==> config.mk <==
export PLATFORM = sky130hd
export DESIGN_NAME = keypad_entry_ctrl
export DESIGN_NICKNAME = d
export VERILOG_FILES = /design/src/rtl/keypad_entry_ctrl.sv
export SDC_FILE = /design/constraint.sdc
export NUM_CORES = 1
export LEC_CHECK = 0
export CAP_MARGIN = 20
export CORE_MARGIN = 2
export CORE_UTILIZATION = 40
export CTS_BUF_LIST = sky130_fd_sc_hd__clkbuf_8
export DETAILED_ROUTE_END_ITERATION = 16
export PLACE_DENSITY = 0.72
export SLEW_MARGIN = 20
export SYNTH_ARGS = -nofsm -noshare
export SYNTH_HDL_FRONTEND = slang
export SYNTH_SLANG_ARGS = --single-unit
==> constraint.sdc <==
create_clock -name clk -period 4.69 [get_ports clk]
set_input_delay 0.938 -clock clk [delete_from_list [all_inputs] [get_ports clk]]
set_output_delay 0.938 -clock clk [all_outputs]
set_load 0.05 [all_outputs]
==> src/rtl/keypad_entry_ctrl.sv <==
// Keypad entry sequencer: debounces the scanner's one-hot key vector, builds a BCD entry
// and hands committed entries out over valid/ready. Optional idle timeout: KEYPAD_TIMEOUT_EN.
module keypad_entry_ctrl #(
    parameter int unsigned DIGITS       = 4,
    parameter int unsigned DEBOUNCE_CYC = 16,
    parameter int unsigned TIMEOUT_CYC  = 1000000
) (
    input  logic                  clk,
    input  logic                  rst,
    input  logic [11:0]           key_data,
    output logic                  key_event,
    output logic [3:0]            key_code,
    output logic                  key_dropped,
    output logic [4*DIGITS-1:0]   entry_bcd,
    output logic [2:0]            digit_cnt,
    output logic                  overflow,
    output logic                  out_valid,
    input  logic                  out_ready,
    output logic [4*DIGITS-1:0]   out_bcd,
    output logic [2:0]            out_cnt,
    output logic                  timeout
);

    localparam int unsigned KEY_W = 12;
    localparam int unsigned BCD_W = 4 * DIGITS;
    localparam int unsigned DB_W  = $clog2(DEBOUNCE_CYC + 1);

    typedef enum logic [1:0] {
        IDLE       = 2'd0,
        PRESS_DB   = 2'd1,
        HELD       = 2'd2,
        RELEASE_DB = 2'd3
    } state_e;

    state_e             state_q, state_d;
    logic [KEY_W-1:0]   ks_q, cand_q, cand_d;
    logic [DB_W-1:0]    cnt_q, cnt_d, cnt_inc;
    logic               accept;
    logic               ks_valid;
    logic [3:0]         cand_code;

    logic               event_q;
    logic [3:0]         code_q, code_d;
    logic               drop_q, drop_d;
    logic [BCD_W-1:0]   entry_q, entry_d;
    logic [2:0]         dcnt_q, dcnt_d;
    logic               ovf_q, ovf_d;
    logic               ov_q, ov_d;
    logic [BCD_W-1:0]   obcd_q, obcd_d;
    logic [2:0]         ocnt_q, ocnt_d;
    logic               tmo_q;
    logic               tmo_fire;

    function automatic logic [3:0] key_to_code(input logic [KEY_W-1:0] v);
        logic [3:0] c;
        c = 4'd0;
        for (int unsigned i = 0; i < 9; i++) begin
            if (v[i]) c = 4'(i + 1);
        end
        if (v[9])  c = 4'd10;
        if (v[10]) c = 4'd0;
        if (v[11]) c = 4'd11;
        return c;
    endfunction

    assign ks_valid  = $onehot(ks_q);
    assign cnt_inc   = cnt_q + DB_W'(1);
    assign cand_code = key_to_code(cand_q);

    // Debounce FSM: a press is accepted once, re-armed only after a stable release
    always_comb begin
        state_d = state_q;
        cnt_d   = cnt_q;
        cand_d  = cand_q;
        accept  = 1'b0;
        unique case (state_q)
            IDLE: begin
                if (ks_valid) begin
                    cand_d  = ks_q;
                    cnt_d   = DB_W'(1);
                    state_d = PRESS_DB;
                end
            end
            PRESS_DB: begin
                if (ks_q == cand_q) begin
                    cnt_d = cnt_inc;
                    if (cnt_inc == DB_W'(DEBOUNCE_CYC)) begin
                        state_d = HELD;
                        accept  = 1'b1;
                    end
                end else begin
                    state_d = IDLE;
                end
            end
            HELD: begin
                if (ks_q != cand_q) begin
                    state_d = RELEASE_DB;
                    cnt_d   = (ks_q == '0) ? DB_W'(1) : '0;
                end
            end
            RELEASE_DB: begin
                if (ks_q == '0) begin
                    cnt_d = cnt_inc;
                    if (cnt_inc == DB_W'(DEBOUNCE_CYC)) state_d = IDLE;
                end else begin
                    cnt_d = '0;
                end
            end
            default: state_d = IDLE;
        endcase
    end

    always_ff @(posedge clk or negedge rst) begin
        if (!rst) state_q <= IDLE;
        else      state_q <= state_d;
    end

`ifdef KEYPAD_TIMEOUT_EN
    localparam int unsigned TO_W = $clog2(TIMEOUT_CYC + 1);
    logic [TO_W-1:0] idle_q, idle_d, idle_inc;

    assign idle_inc = idle_q + TO_W'(1);

    // Idle counter runs only while an uncommitted entry sits with no pending handoff
    always_comb begin
        idle_d   = idle_q;
        tmo_fire = 1'b0;
        if (accept || dcnt_q == 3'd0) begin
            idle_d = '0;
        end else if (!ov_q) begin
            if (idle_inc == TO_W'(TIMEOUT_CYC)) begin
                idle_d   = '0;
                tmo_fire = 1'b1;
            end else begin
                idle_d = idle_inc;
            end
        end
    end

    always_ff @(posedge clk or negedge rst) begin
        if (!rst) idle_q <= '0;
        else      idle_q <= idle_d;
    end
`else
    logic unused_timeout_cfg;
    assign unused_timeout_cfg = ^32'(TIMEOUT_CYC);
    assign tmo_fire = 1'b0;
`endif

    // Key action uses pre-edge state; a pending handoff swallows the key
    always_comb begin
        code_d  = code_q;
        drop_d  = 1'b0;
        entry_d = entry_q;
        dcnt_d  = dcnt_q;
        ovf_d   = ovf_q;
        ov_d    = ov_q;
        obcd_d  = obcd_q;
        ocnt_d  = ocnt_q;
        if (ov_q && out_ready) ov_d = 1'b0;
        if (tmo_fire) begin
            entry_d = '0;
            dcnt_d  = 3'd0;
            ovf_d   = 1'b0;
        end
        if (accept) begin
            code_d = cand_code;
            if (ov_q) begin
                drop_d = 1'b1;
            end else if (cand_code <= 4'd9) begin
                if (dcnt_q < 3'(DIGITS)) begin
                    entry_d = (entry_q << 4) | BCD_W'(cand_code);
                    dcnt_d  = dcnt_q + 3'd1;
                end else begin
                    ovf_d = 1'b1;
                end
            end else if (cand_code == 4'd10) begin
                entry_d = '0;
                dcnt_d  = 3'd0;
                ovf_d   = 1'b0;
            end else if (dcnt_q != 3'd0) begin
                obcd_d  = entry_q;
                ocnt_d  = dcnt_q;
                ov_d    = 1'b1;
                entry_d = '0;
                dcnt_d  = 3'd0;
                ovf_d   = 1'b0;
            end
        end
    end

    always_ff @(posedge clk or negedge rst) begin
        if (!rst) begin
            ks_q    <= '0;
            cand_q  <= '0;
            cnt_q   <= '0;
            event_q <= 1'b0;
            code_q  <= 4'd0;
            drop_q  <= 1'b0;
            entry_q <= '0;
            dcnt_q  <= 3'd0;
            ovf_q   <= 1'b0;
            ov_q    <= 1'b0;
            obcd_q  <= '0;
            ocnt_q  <= 3'd0;
            tmo_q   <= 1'b0;
        end else begin
            ks_q    <= key_data;
            cand_q  <= cand_d;
            cnt_q   <= cnt_d;
            event_q <= accept;
            code_q  <= code_d;
            drop_q  <= drop_d;
            entry_q <= entry_d;
            dcnt_q  <= dcnt_d;
            ovf_q   <= ovf_d;
            ov_q    <= ov_d;
            obcd_q  <= obcd_d;
            ocnt_q  <= ocnt_d;
            tmo_q   <= tmo_fire;
        end
    end

    assign key_event   = event_q;
    assign key_code    = code_q;
    assign key_dropped = drop_q;
    assign entry_bcd   = entry_q;
    assign digit_cnt   = dcnt_q;
    assign overflow    = ovf_q;
    assign out_valid   = ov_q;
    assign out_bcd     = obcd_q;
    assign out_cnt     = ocnt_q;
    assign timeout     = tmo_q;

endmodule

==> flow_summary.toml <==
[outcome]
status = "completed"

[clocking]
clkTransAtPathRegs_ns = 0.08
cts_max_level = 3
ctsResizeCount = 0
cts.sinks = 77
cts_root_buffer = "clkbuf_8"
clockBufferDepth = 2
cts_setup_buffers = 0
postCtsHoldBufs = 0
numCtsBuffers = 9
cts_tree = "built"
clkLatencyLatePin_ns = 0.34

[timing]
timing.hold.ws_ns = 0.4996
setup_viol_count_final = 0
tightestPinTransition_ns = 0.9577
slew-limit-headroom_pct = 36.16
finalSetupTns_ns = 0
hold_violations = 0
finalCritPeriodShare_pct = 92.43
report.final.slew_viol_count = 0
grt_setup_unrepaired = "no"
fin_skew_ns = 0.007091
fmax_ghz = 0.2307
fin_crit_ns = 4.335

[synth]
syn_inst = 326
synth_common_cells = "dfrtp_1 (77), nand2_1 (38), inv_1 (29)"
synth_top_area_share_pct = 51.40
syn_area_um2 = 3749
yosysMostFrequentCell = "dfrtp_1"
yosysWarnings = 0
synth_ff_type = "dfrtp_1"
yosysSeqAreaShare_pct = 51.40
syn_avg_cell_area_um2 = 11.50
synth_edf_count = 0
synthDistinctLibCells = 41
async_reset_ff_share_pct = 100.0
synth_area_leader_cell = "dfrtp_1"
synth-seq-cells = 77
synthTopCellsByArea = "dfrtp_1 (51%), mux2_4 (7.6%), mux2_2 (4.8%)"
synth_nets = 357

[route]
drt-pass1-iter-count = 5
first_iter_violations = 98
routed_via_density = 5.113
drc = 0
vias = 2582
wirelength_mm = 7.592
wl_per_cell_um = 15.03
ant_nets = 0

[global_routing]
overflow = 0
grt_usage_pct = 16.08
grt_pass1_wl_mm = 12.75
antenna_found_initial = 0
grt_max_degree = 78
grt_pass1_vias = 2652

[power_and_ir_drop]
power_frac_seq_pct = 42.9
p_sw_uw = 639.0
netSwitchingFraction_pct = 32.25
power.density_nw_per_um2 = 423.6
clkPwrFrac_pct = 30.5
p_leak_nw = 2.142
ir_drop_v = 0.0003039
p_int_mw = 1.342
p_comb_share_pct = 26.6

[die]
start_util_pct = 40.96
rows = 35
die_area_um2 = 10160
core_um2 = 9153
die_w_um = 100.8
boundaryPins = 62
die_h_um = 100.8

[worst_setup_path]
end_kind = "flop"
worst_ep_required_time_ns = 4.92
arrival_ns = 4.57
crit_fanout = 5
cp-start-kind = "flop"
worstSetupPathType = "reg2reg"

[cells_and_area]
areaGrowthSynthToFinish_pct = 24.77
fin_area_um2 = 4677
utilization_pct = 51.10
final_nets = 420
drive_gt1_share_pct = 15.74
fillers = 821
diodes = 0

[run]
cap_violations = 0

[placed_design]
place_area_um2 = 4433
place_congestion = 0.8278
io_buffers = 60
hpwlAfterDp_mm = 5.404

[worst_hold_path]
hold_class = "reg2reg"
-- cells in the final DEF, fill, tap and decap left out, drive strengths merged, types with 4 or more instances in the layout --
cell type and instances:
a21oi 12, buf 4, clkbuf 9, clkdlybuf4s50 59
dfrtp 77, fa 7, ha 9, inv 31
mux2 35, nand2 38, nand4 7, nor2 14
nor2b 4, nor3 8, o21ai 27, xnor2 12
-- sequential cells by signal (all words and copies together) (netlist names), named ones only --
register / count
cand_q: 12
cnt_q: 5
digit_cnt: 3
entry_bcd: 16
key_code: 4
key_dropped: 1
key_event: 1
ks_q: 12
out_bcd: 16
out_cnt: 3
out_valid: 1
overflow: 1
state_q: 1
-- area by class of cell --
cell class / instances / area [µm²] / share of cell area (%)
clock buffer: 9 / 123.9 / 2.648
clock inverter: 7 / 120.1 / 2.568
inverter: 29 / 108.9 / 2.327
multi-input combinational: 209 / 1638 / 35.02
sequential: 77 / 1927 / 41.20
tap: 111 / 138.9 / 2.969
timing repair buffer: 63 / 620.6 / 13.27
-- worst max-delay path: stages, from the launching register on --
cell and delay (ns):
dfrtp_1 0.45, fa_1 0.51, fa_1 0.51, inv_1 0.05
fa_1 0.50, fa_1 0.41, inv_1 0.06, ha_1 0.16
inv_1 0.05, fa_1 0.37, nor2b_1 0.14, a21oi_1 0.17
nor3_1 0.10, a211oi_1 0.22, buf_4 0.18, mux2_2 0.34
-- path summary, 6_finish.rpt --
path,from,to,slack [ns],depth (start not counted)
max,ks_q[0],cnt_q[1],0.36,15
min,key_code[2],key_code[2],0.50,2
max reg2reg,ks_q[0],cnt_q[1],0.36,15
min reg2reg,key_code[2],key_code[2],0.50,2
max in group asynchronous,rst,cnt_q[0],3.32,1
min in group asynchronous,rst,out_bcd[1],0.72,1
-- cells by family after synthesis --
| family | after synthesis | share of synthesized area (%) |
|---|---|---|
| buf+inv | 40 | 4.906 |
| simple gates | 88 | 12.25 |
| fa+ha+maj | 16 | 6.742 |
| mux | 37 | 12.95 |
| other cells | 1 | 0.1000 |
| flops | 77 | 51.40 |
| xor+xnor | 12 | 3.004 |
| compound gates | 55 | 8.645 |
-- per-layer routing --
metal | track usage (%) | routed length (µm)
met3 | 4.716 | 340
met2 | 25.64 | 3798
met5 | 0 | 0
met4 | 4.426 | 76
met1 | 21.49 | 3377
-- metrics by stage --
stage / cells / total power [mW] / worst slack [ns]
after floorplan: 326 / 1.256 / 0.3329
after global placement: 489 / 1.361 / 0.5120
after detailed placement: 489 / 1.386 / 0.3517
after CTS: 505 / 1.993 / 0.3480
after global routing: 505 / 2.105 / 0.1025
final: 505 / 1.981 / 0.3552
-- power groups by stage --
stage                     logic (mW)  clock network (mW)  registers (mW)
final                          0.528               0.603           0.850
after global placement         0.506                   0           0.855
after CTS                      0.531               0.615           0.847
after floorplan                0.453                   0           0.803
after global routing           0.593               0.647           0.865
after detailed placement       0.526                   0           0.860
Note: power is estimated with default switching activity, not from simulation.
